<file path="config.mk">
export PLATFORM = sky130hd
export DESIGN_NAME = serial_sub_8
export DESIGN_NICKNAME = d
export VERILOG_FILES = /design/src/rtl/serial_sub_pkg.sv /design/src/rtl/serial_sub_8_fsub_1.sv /design/src/rtl/serial_sub_8.sv
export SDC_FILE = /design/constraint.sdc
export NUM_CORES = 1
export LEC_CHECK = 0
export CORE_MARGIN = 2
export CORE_UTILIZATION = 49
export DETAILED_ROUTE_END_ITERATION = 10
export PLACE_DENSITY = 0.78
export REMOVE_ABC_BUFFERS = 1
export SYNTH_ARGS = -nofsm -noshare
export SYNTH_HDL_FRONTEND = slang
export SYNTH_SLANG_ARGS = --single-unit
export TNS_END_PERCENT = 10
</file>
<file path="constraint.sdc">
create_clock -name clk -period 1.3 [get_ports clk]
set_clock_uncertainty 0.05 [all_clocks]
set_input_delay 0.195 -clock clk [delete_from_list [all_inputs] [get_ports clk]]
set_output_delay 0.195 -clock clk [all_outputs]
set_load 0.02 [all_outputs]
</file>
<file path="src/rtl/serial_sub_pkg.sv">
// Shared types and defaults for the bit-serial subtractor.
// Latency: n/a (types only); backpressure: n/a.
package serial_sub_pkg;

    localparam int SS_WIDTH_DFLT = 8;

    typedef enum logic [1:0] {
        IDLE = 2'd0,
        BUSY = 2'd1,
        DONE = 2'd2
    } state_t;

endpackage

</file>
<file path="src/rtl/serial_sub_8_fsub_1.sv">
// 1-bit full subtractor: d = x - y - bin, bout set when the bit borrows.
// Latency: combinational; backpressure: none.
module fsub_1 (
    input  logic x,
    input  logic y,
    input  logic bin,
    output logic d,
    output logic bout
);

    assign d    = x ^ y ^ bin;
    assign bout = (~x & y) | (~(x ^ y) & bin);

endmodule

</file>
<file path="src/rtl/serial_sub_8.sv">
// Bit-serial unsigned subtractor, LSB first; optional ovf flag under SERIAL_SUB_OVF_EN.
// Latency: out_valid rises WIDTH cycles after accept; one result per WIDTH+2 cycles at best.
// Backpressure: result held in DONE until out_ready; in_ready only in IDLE.
module serial_sub_8
    import serial_sub_pkg::*;
#(
    parameter int WIDTH = SS_WIDTH_DFLT
) (
    input  logic             clk,
    input  logic             rst_n,
    input  logic             in_valid,
    output logic             in_ready,
    input  logic [WIDTH-1:0] a,
    input  logic [WIDTH-1:0] b,
    output logic             out_valid,
    input  logic             out_ready,
    output logic [WIDTH-1:0] diff,
    output logic             borrow
`ifdef SERIAL_SUB_OVF_EN
    ,
    output logic             ovf
`endif
);

    localparam int CW = $clog2(WIDTH);

    state_t           r_state;
    state_t           w_state_nxt;
    logic [WIDTH-1:0] r_a;
    logic [WIDTH-1:0] r_b;
    logic [WIDTH-1:0] r_diff;
    logic [CW-1:0]    r_cnt;
    logic             r_bor;
    logic             w_d;
    logic             w_bout;
    logic             w_accept;
    logic             w_last;

    fsub_1 u_fsub (
        .x    (r_a[0]),
        .y    (r_b[0]),
        .bin  (r_bor),
        .d    (w_d),
        .bout (w_bout)
    );

    assign w_accept = (r_state == IDLE) && in_valid;
    assign w_last   = (r_state == BUSY) && (r_cnt == CW'(WIDTH - 1));

    always_comb begin
        w_state_nxt = r_state;
        in_ready    = 1'b0;
        out_valid   = 1'b0;
        unique case (r_state)
            IDLE: begin
                in_ready = 1'b1;
                if (in_valid) w_state_nxt = BUSY;
            end
            BUSY: begin
                if (w_last) w_state_nxt = DONE;
            end
            DONE: begin
                out_valid = 1'b1;
                if (out_ready) w_state_nxt = IDLE;
            end
            default: w_state_nxt = IDLE;
        endcase
    end

    always_ff @(posedge clk or negedge rst_n) begin
        if (!rst_n) begin
            r_state <= IDLE;
        end else begin
            r_state <= w_state_nxt;
        end
    end

    // Operands shift right so bit 0 always feeds the subtractor; result bits enter at the MSB.
    always_ff @(posedge clk or negedge rst_n) begin
        if (!rst_n) begin
            r_a    <= '0;
            r_b    <= '0;
            r_diff <= '0;
            r_cnt  <= '0;
            r_bor  <= 1'b0;
        end else if (w_accept) begin
            r_a    <= a;
            r_b    <= b;
            r_diff <= '0;
            r_cnt  <= '0;
            r_bor  <= 1'b0;
        end else if (r_state == BUSY) begin
            r_a    <= r_a >> 1;
            r_b    <= r_b >> 1;
            r_diff <= {w_d, r_diff[WIDTH-1:1]};
            r_cnt  <= r_cnt + CW'(1);
            r_bor  <= w_bout;
        end
    end

    assign diff   = r_diff;
    assign borrow = r_bor;

`ifdef SERIAL_SUB_OVF_EN
    logic r_ovf;

    // On the last bit, r_a[0]/r_b[0] are the operand MSBs and w_d is the result MSB.
    always_ff @(posedge clk or negedge rst_n) begin
        if (!rst_n) begin
            r_ovf <= 1'b0;
        end else if (w_accept) begin
            r_ovf <= 1'b0;
        end else if (w_last) begin
            r_ovf <= (r_a[0] ^ r_b[0]) & (w_d ^ r_a[0]);
        end
    end

    assign ovf = r_ovf;
`endif

endmodule

</file>
==> results of run 1 <==
==> worst max-delay path, stage by stage (launching register included) <==
cell and delay (ns):
dfrtp_1 0.40, buf_4 0.17, buf_6 0.14, nand2b_4 0.17, o22ai_1 0.15, a21oi_1 0.10
==> metal layers <==
layer / track usage [%] / wire, um
met5: 0 / 0
met4: 9.18 / 25
met3: 4.84 / 153
met2: 34.4 / 1580
met1: 24.2 / 1220
==> cells in the final DEF (no fill, tap or decap), types with 2 or more instances in the layout <==
master,count
clkbuf_2,8
clkdlybuf4s50_1,19
o221a_2,3
a22o_1,10
inv_2,2
a21oi_1,11
clkbuf_4,5
o22ai_2,3
o22ai_1,15
buf_4,9
nand2b_4,2
ha_1,2
nor2_1,8
dfrtp_1,30
o21ai_0,4
nand3b_1,3
nand2_1,4
==> what timing repair did <==
action,CTS,global route
setup endpoints to repair,23,35
gates cloned,0,0
hold buffers,0,0
resized for setup,25,23
==> path summary, 6_finish.rpt <==
check                            from         end  slack, ns  cells past startpoint
hold / removal                  rst_n      r_a[0]       0.19                      2
setup / recovery           r_state[0]      r_b[2]       0.01                      5
setup reg to reg           r_state[0]      r_b[2]       0.01                      5
hold reg to reg              r_cnt[1]    r_cnt[1]       0.46                      1
max in group asynchronous       rst_n      r_a[6]       0.85                      2
min in group clk            out_ready  r_state[1]       0.39                      2
==> power groups by stage <==
stage	registers, mW	logic (mW)	clock network [mW]
after floorplan	1.77	0.985	0
after global placement	1.63	1.75	0
after detailed placement	1.66	1.83	0
after CTS	1.64	1.77	0.548
after global routing	1.71	2.00	0.597
final	1.67	1.80	0.530
==> stage by stage <==
stage | cells | hold slack [ns] | util (%) | total power, mW | TNS, ns
final | 184 | 0.194 | 65.2 | 4.00 | 0
after global routing | 184 | 0.198 | 65.2 | 4.31 | -0.238
after CTS | 184 | 0.187 | 65.1 | 3.96 | -0.0102
after detailed placement | 178 | 0.440 | 63.3 | 3.49 | -3.67
after global placement | 178 | 0.434 | 63.3 | 3.38 | -3.30
after floorplan | 108 | -0.151 | - | 2.76 | -1.33
==> logic make-up after synthesis <==
family,synth area share (%)
flip-flops,55.1
AND/OR/NAND/NOR,8.36
AO/OA/AOI/OAI,26.1
adder cells (fa/ha/maj),3.31
buffers and inverters,7.08
==> registers in the layout, summed over array words and instances (netlist names) <==
name and cells:
r_b 8, r_state 2, r_cnt 3, diff 8, borrow 1, r_a 8
==> area by class of cell <==
cell class / instances / area share, %
multi-input combinational: 74 / 31.6
timing repair buffer: 39 / 19.4
sequential: 30 / 42.9
inverter: 4 / 1.00
tap: 31 / 2.22
clock buffer: 6 / 2.93
==> results.txt, run 1 <==
At the pin with the least slew margin, the transition time is around 0.3 ns. The net switching power came out at 1.51 mW. The worst-path maximum fanout is 7. The width of the die came out at 56.7 um. The flip-flop and latch count after synthesis came out at 30. The area growth from synthesis to layout is 28.6%.

The worst path setup slack after routing is around 0.011 ns. The worst setup path is launched from a register. Global routing finished with a remaining overflow of 0. The count of flip-flops with a built-in enable after synthesis came out at 0. TritonCTS built the clock tree.

The buffer depth of the longest clock path is 2. The final number of hold-violating endpoints was 0. VDD sags by at most 1430 uV. The fraction of final layout cells sized beyond drive strength 1 is a little over a quarter. Post-CTS timing repair inserted 0 buffers for setup. The most common cell in the synthesized netlist is dfrtp_1.

The filler cell count in the final layout is 214. The run finished with clean final reports. The max-capacitance violation count is 0. The detailed-route DRC error count is 0.

By area the synthesized netlist is led by dfrtp_1 (55%), o22ai_1 (8.3%), a22o_1 (6.4%). The number of nets at the end of the flow came out at approximately 180. The critical path is of the register to register type. Once the floorplan was initialized, standard cells occupied 50.7% of the core.

The number of vias after detailed routing is 1091. Setup violations remaining at the end of the flow were counted as 0. The later pin in the worst-skew pair is clocked with a latency of between 0.3 and 0.4 ns. Cell internal power was estimated by the tool at between 2 and 2.5 mW.

The timing-limited maximum frequency is 776 MHz. The detail-routed via count per cell came out at 5.93. The via count of the first global-routing pass is 1114. The floorplan has 19 rows. At the end of routability-driven placement, the weighted congestion stood at 0.777. The worst relative slew slack is approximately 80%. Timing analysis after detailed placement gives a worst setup slack of -0.184 ns. The overall routed net length came out at 2.97 mm. The number of antenna diodes in the final layout is 0. The count of buffers from port buffering came out at 30. The yosys synthesis warning count came out at 0. Power spread over the standard cell area amounts to approximately 2300 nW/um2. Entering global routing, the biggest net connects 31 pins. Setup repair after global routing could not meet its margin everywhere.

The average size of a mapped cell came out at 11.6 um2. In this run, the clock network consumes 13.3% of the power. The clock-pin slew reported for the worst setup and hold paths after clock tree synthesis came out at 0.09 ns.

Combinational cells account for a little under half of the total power. Synthesis instantiated 23 different standard cells from the library. The main flop type after synthesis is dfrtp_1.

The total global routing track utilization came out at 20.3%. The clock sink total is 30. Dividing the detail-routed wire length by the instance count gives 16.1 um. The cell sitting at the root of the clock tree is a clkbuf_4. The first global-routing pass estimated roughly 5 mm of wire.

The number of clock buffers inserted by TritonCTS came out at 5. The number of cells produced by synthesis came out at 117. The H-tree generated during clock tree synthesis spans 2 levels. The class of the tightest hold or removal check is input pin to asynchronous set/reset pin. The leakage power of the design is slightly below 0.8 nW. The number of iterations in the first detailed-routing pass came out at 4.

Once detail routing completed, the nets flagged for antenna violations numbered 0. The shortest clock period the worst path allows after layout came out at 1.29 ns. The area share of the largest cell type after synthesis is 55.1%. The iteration-0 DRC count of the detailed router came out at 43. The final cycle utilization of the critical path came out at 99.1%. The footprint of the flip-flops and latches is 751 um2. The sequential share of the synthesized area is 55.1%. The required time of the critical path is about 1.5 ns.

The floorplan die height came out at roughly 57 um. The synthesized design spends more area on one cell type than any other, namely dfrtp_1. In the synthesized netlist, the cells that appear most often are dfrtp_1 (30), o22ai_1 (18), a21oi_1 (12). The count of pins over their slew limit came out at 0.

The post-place instance area came out at 1700 um2. Data on the critical path arrives at its endpoint at 1.44 ns. The async set or reset register ratio after synthesis came out at 100%.

The multi-input combinational cell area is roughly 550 um2. The floorplan step defined a die boundary enclosing 3220 um2. The endpoint kind of the worst setup timing path is a register. The area inside the core boundary came out at 2690 um2. The number of ports placed on the die boundary is 31. The initial antenna violation count is 0. The mapped cell area came out at 1360 um2. The post-route cell area came out at roughly 1800 um2. Registers are responsible for around two fifths of the overall power. Net switching is 37.8% of the power. The half-perimeter wire length after detailed placement is 2.09 mm.
(Power assumes the default switching activity.)
==> run 2: changes to the inputs <==
- CORE_UTILIZATION: 49 -> 44
- PLACE_DENSITY: 0.78 -> 0.74
- clock period: 1.3 -> 1.1 ns (I/O delays scaled with it)
==> results.txt, run 2 (same netlist as run 1, synthesis figures left out) <==
The fraction of final layout cells sized beyond drive strength 1 is 37.1% (was 26.8%). The number of nets with antenna violations after detailed routing came out at 0 (unchanged). Unrepaired setup endpoints after global routing: yes (unchanged). The initial antenna violation count was 0 (unchanged). The critical path's top delay family was flip-flops (unchanged). The number of iterations in the first detailed-routing pass came out at 4 (unchanged).

The internal power came out at 3.41 mW (was 2.49 mW). The sum of negative setup slack came out at -4.00 ns (was 0 ns). The net switching power was 1.96 mW (was 1.51 mW). The worst hold margin was 0.123 ns (was 0.194 ns). The global-route met1 utilization came out at 24.3% (was 24.2%). The effective utilization at floorplan was 45.3% (was 50.7%). The sequential group share of total power was 35.8% (was 41.7%).

The leakage power of the design came out at 0.907 nW (was 0.781 nW). The hold-fix buffer count after cts was 0 (unchanged). The layer with the highest usage is met2 (unchanged).

The area of the die was 3550 um2 (was 3220 um2). The number of ports placed on the die boundary came out at 31 (unchanged). The via count of the first global-routing pass is 1245 (was 1114). The worst setup slack before clock tree synthesis was -0.390 ns (was -0.184 ns). The maximum vdd drop was 1080 uV (was 1430 uV). The detailed-route DRC error count came out at 0 (unchanged).

The count of pins over their slew limit came out at 0 (unchanged). The number of vias after detailed routing is 1173 (was 1091). The worst-path maximum fanout came out at 11 (was 7). The H-tree level count came out at 2 (unchanged). The endpoint kind of the worst setup timing path was a register (unchanged). The class of the tightest hold or removal check is input pin to asynchronous set/reset pin (unchanged). The iteration-0 DRC count of the detailed router came out at 61 (was 43). The average wire per standard cell came out at 16.0 um (was 16.1 um).

The arrival time of the worst setup path came out at 1.45 ns (was 1.44 ns). The total global routing track utilization came to 20.9% (was 20.3%). The element type at the critical path start was a register (unchanged). The timing-limited maximum frequency came out at 777 MHz (was 776 MHz). The share of the core filled with cells in the final layout came out at 65.3% (was 65.2%).

The overall routed net length came out at 3.32 mm (was 2.97 mm). The share of power burned in combinational logic is 51.5% (was 45.1%). Cells traversed along the worst timing path: buf_4 > nand2b_4 > o221a_2 (was buf_4 > buf_6 > nand2b_4 > o22ai_1 > a21oi_1). The number of clock buffers inserted by TritonCTS is 5 (unchanged). Most used cells in the layout excluding fill and tap cells: dfrtp_1 (30), buf_4 (23), clkdlybuf4s50_1 (18) (was dfrtp_1 (30), clkdlybuf4s50_1 (19), o22ai_1 (15)). The destination of the worst register-to-register timing path is r_b[6] (was r_b[2]).

The final cell count without fillers came out at 208 (was 184). The shortest clock period the worst path allows after layout came out at 1.29 ns (about the same). The half-perimeter wire length after detailed placement is 2.21 mm (was 2.09 mm). The CTS tree is built (unchanged). The count of buffers from port buffering is 30 (unchanged).

The post-place instance area is 1810 um2 (was 1700 um2). The net switching fraction of the power was 36.5% (was 37.8%). The checks that failed: negative setup slack. The number of nets at the end of the flow is 197 (was 177). The class of the most critical setup path is register to register (unchanged).

The worst relative slew slack came out at 78.7% (was 80.5%). The width of the die is 59.6 um (was 56.7 um). The required time of the critical path came out at 1.27 ns (was 1.45 ns). The critical path's slowest cell was dfrtp_1 (unchanged).

The root buffer cell is clkbuf_4 (unchanged). Run status: complete, but fails checks (was finished clean). The final-report setup violation count is 33 (was 0). The overall power of the completed layout came to 5.37 mW (was 4.00 mW). The final weighted congestion in routability-driven placement came out at 0.766 (was 0.777).

The met2 routing resource usage after global routing was 34.5% (was 34.4%). The buffer depth of the longest clock path came out at 2 (unchanged). The global-route wire length before repair came out at 5.42 mm (was 4.93 mm).

The site row count is 20 (was 19). The post-route cell area is 1960 um2 (was 1750 um2). The actual slew at the worst max-slew pin came out at 0.320 ns (was 0.292 ns). The insertion delay of the later-clocked pin in the worst-skew pair came out at 0.34 ns (was 0.31 ns). The clock-pin slew reported for the worst setup and hold paths after clock tree synthesis came out at 0.10 ns (was 0.09 ns).

The area added between synthesis and finish came out at 44.0% (was 28.6%). The final cycle utilization of the critical path came out at 117% (was 99.1%). The largest stage delay on the critical path is 0.43 ns (was 0.40 ns). The power density over the cells came out at 2740 nW/um2 (was 2280 nW/um2). The post-placement cell count is 194 (was 178). The floorplan die height is 59.6 um (was 56.7 um). The leading cell type in the layout, fill and taps excluded is dfrtp_1 (unchanged). The portion of total power attributed to the clock network is 12.7% (was 13.3%). The flop-to-flop setup slack is -0.19 ns (was 0.01 ns). The detail-routed via count per cell is 5.64 (was 5.93). The max-capacitance violation count is 0 (unchanged). The clock sink total was 30 (unchanged). The worst path setup slack after routing came out at -0.188 ns (was 0.0114 ns). The buffer and inverter count on the worst path came out at 1 (was 2). The filler cell count in the final layout came to 245 (was 214). The area inside the core boundary is 3000 um2 (was 2690 um2). The antenna diode instance count is 0 (unchanged).

The source of the critical timing path is r_state[1] (was r_state[0]). The number of cell instances on the worst register-to-register path was 3 (was 5). The maximum number of pins on one net before global-route repair came out at 31 (unchanged). The final number of hold-violating endpoints came to 0 (unchanged).

The met3 track demand over resource in global routing is 5.02% (was 4.84%). The total grt overflow is 0 (unchanged). The reg-to-reg startpoint is r_state[1] (was r_state[0]).
-- run 2: layout make-up --
type                            instances  area, um2  area share (%)
Inverter                                4       15.0           0.766
Clock buffer                            7       55.1            2.81
Sequential cell                        30        751            38.3
Tap cell                               33       41.3            2.11
Clock inverter                          1       5.00           0.255
Timing Repair Buffer                   59        518            26.4
Multi-Input combinational cell         74        576            29.4
-- run 2: routing by layer --
metal / up-vias / routed length (um)
met4: 0 / 57
met5: - / 0
met3: 7 / 170
met1: 583 / 1370
met2: 36 / 1720
li1: 547 / -
-- run 2: worst max path at each step --
stage / end / slack (ns) / cells past startpoint
2_1_floorplan: diff[0] / -0.30 / 2
3_3_place_gp: r_cnt[1] / -0.35 / 4
3_5_place_dp: r_b[7] / -0.39 / 5
4_1_cts: in_ready / -0.19 / 2
5_1_grt: in_ready / -0.25 / 2
6_report: r_b[6] / -0.19 / 3
-- run 2: timing repair --
| item | in CTS | in global routing |
|---|---|---|
| resized for setup | 64 | 13 |
| pin swaps | 12 | 0 |
| cloned | 0 | 1 |
| endpoints found under the setup margin | 41 | 41 |
| buffers inserted | 5 | 0 |
-- run 2: power groups by stage --
stage	Sequential [mW]	Clock [mW]	Combinational, mW
2_1_floorplan	2.09	0	1.16
5_1_grt	1.97	0.780	3.01
3_3_place_gp	1.89	0	2.44
4_1_cts	1.90	0.699	2.61
3_5_place_dp	1.92	0	2.54
6_report	1.92	0.684	2.76
==> variant (settings of run 2) <==
Encoding of `state_t`: now one-hot (3 bits for 3 states).
--- a/src/rtl/serial_sub_pkg.sv
+++ b/src/rtl/serial_sub_pkg.sv
@@ -4,10 +4,10 @@
 
     localparam int SS_WIDTH_DFLT = 8;
 
-    typedef enum logic [1:0] {
-        IDLE = 2'd0,
-        BUSY = 2'd1,
-        DONE = 2'd2
+    typedef enum logic [2:0] {
+        IDLE = 3'b001,
+        BUSY = 3'b010,
+        DONE = 3'b100
     } state_t;
 
 endpackage
Formal check against the unedited RTL: no difference found for any inputs over 10 cycles, from zero or initial values and one cycle with rst_n low; not proved beyond that.
==> variant against run 2 <==
  * The flow still finishes with violations (setup timing)
  * Hold slack better by 0.016 ns
  * Power down 9.3%
  * Maximum frequency down 13%
  * Wire length down 6.3%
  * Sequential cell count up 1
  * Worst setup slack worse by 0.18 ns
  * Area after synthesis up 3.5%
  * Final area up 5.8%
  * Critical endpoint is now r_a[0]
==> variant: results (changes against run 2) <==
{| class="wikitable"
! Metric !! Value
|-
| Outcome || complete, but fails checks (unchanged)
|-
| Violations in the final reports || setup timing (unchanged)
|-
| Total setup violations reported at the end of the flow || 33 (unchanged)
|-
| Post-synth top cells || sky130_fd_sc_hd__nand2_1 (34), sky130_fd_sc_hd__a21oi_1 (33), sky130_fd_sc_hd__dfrtp_1 (30), sky130_fd_sc_hd__nor2_1 (15), sky130_fd_sc_hd__buf_2 (6) (was sky130_fd_sc_hd__dfrtp_1 (30), sky130_fd_sc_hd__o22ai_1 (18), sky130_fd_sc_hd__a21oi_1 (12), sky130_fd_sc_hd__a22o_1 (10), sky130_fd_sc_hd__nor2_1 (8))
|-
| GR Util All Layers || 19.46% (was 20.92%)
|-
| Highest cell delay on the worst timing path || 0.56 ns (was 0.43 ns)
|-
| Area after detailed placement || 1919 sq um (was 1807 sq um)
|-
| Syn avg cell area || 9.584 sq um (was 11.64 sq um)
|-
| Switching part of the total || 34.82% (was 36.53%)
|-
| Fraction of final layout cells sized beyond drive strength 1 || 31.53% (was 37.14%)
|-
| Post-detailed-route wirelength per cell || 12.59 um (was 15.95 um)
|-
| Detail-routed via count per cell || 5.016 (was 5.639)
|-
| Starting DRC count in detailed routing || 42 (was 61)
|-
| Number of global-route vias before repair || 1,223 (was 1,245)
|-
| Fin cells || 247 (was 208)
|-
| Hold WS || 0.1393 ns (was 0.1233 ns)
|-
| Pin count of the biggest net entering global routing || 32 (was 31)
|-
| Routability cong. || 0.7559 (was 0.7664)
|-
| PnR worst setup slack || -0.3718 ns (was -0.1877 ns)
|-
| Nets || 226 (was 197)
|-
| Max FO, Critical Path || 6 (was 11)
|-
| Static Leak || 0.9608 nW (was 0.9074 nW)
|-
| Number of distinct standard cells referenced by the synthesized netlist || 27 (was 23)
|-
| RR Endpoint || r_a[0] (was r_b[6])
|-
| Area taken by flip-flops and latches || 780.7 sq um (was 750.7 sq um)
|-
| Data arrival time of the critical path || 1.65 ns (was 1.45 ns)
|-
| VDD IR max || 1116 uV (was 1082 uV)
|-
| Fill cell instance count of the final layout || 254 (was 245)
|-
| Final-layout setup total negative slack || -10.49 ns (was -4.005 ns)
|-
| Fraction of the yosys area taken by sequential cells || 55.15% (about the same)
|}
-- variant: how the worst max path moves through the flow --
stage          startpoint  endpoint  depth (start not counted)
6_report       r_state[0]    r_a[0]                          4
5_1_grt        r_state[0]  in_ready                          3
4_1_cts        r_state[0]  in_ready                          3
3_5_place_dp   r_state[0]  in_ready                          3
3_3_place_gp   r_state[0]  in_ready                          3
2_1_floorplan  r_state[2]    r_a[0]                          3
-- variant: final cells by class --
class	instances	area share, %
multi-input cells	104	29.37
clock buffers	6	1.990
well taps	44	2.654
clock inverters	1	1.448
repair buffers	59	26.54
flip-flops and latches	31	37.64
inverters	2	0.3619
-- variant: logic make-up (layout without fill, tap and decap cells) --
logic type,count (synthesis),in the layout,synth area share [%]
XOR/XNOR,1,1,0.6218
AND/OR/NAND/NOR,59,59,19.45
adder cells (fa/ha/maj),3,3,3.197
buffers and inverters,12,68,5.062
flip-flops,31,31,55.15
AO/OA/AOI/OAI,41,41,16.52
-- variant: worst max-delay path, delay by kind of cell (launching register included) --
family,cells,cell delay [ns]
compound gates,1,0.25
buf+inv,1,0.12
flops,1,0.56
simple gates,2,0.38
-- variant: power groups by stage --
stage / combinational [mW] / clock (mW) / sequential (mW)
finish: 2.19 / 0.844 / 1.84
global placement: 1.84 / 0 / 1.81
global route: 2.43 / 0.902 / 1.90
detailed placement: 1.91 / 0 / 1.83
CTS: 1.98 / 0.867 / 1.81
floorplan: 0.967 / 0 / 1.86
-- variant: layer usage --
layer / up-vias / track usage, % / share of wire [%]
li1: 606 / - / -
met1: 597 / 22.94 / 42
met2: 32 / 34.41 / 51
met3: 4 / 4.478 / 6.0
met4: 0 / 7.453 / 1.1
met5: - / 0 / 0
-- variant: timing repair --
item	CTS	global route
buffers inserted	1	2
setup endpoints to repair	42	42
pin swaps	2	7
gates resized for setup	57	16
cloned	0	1
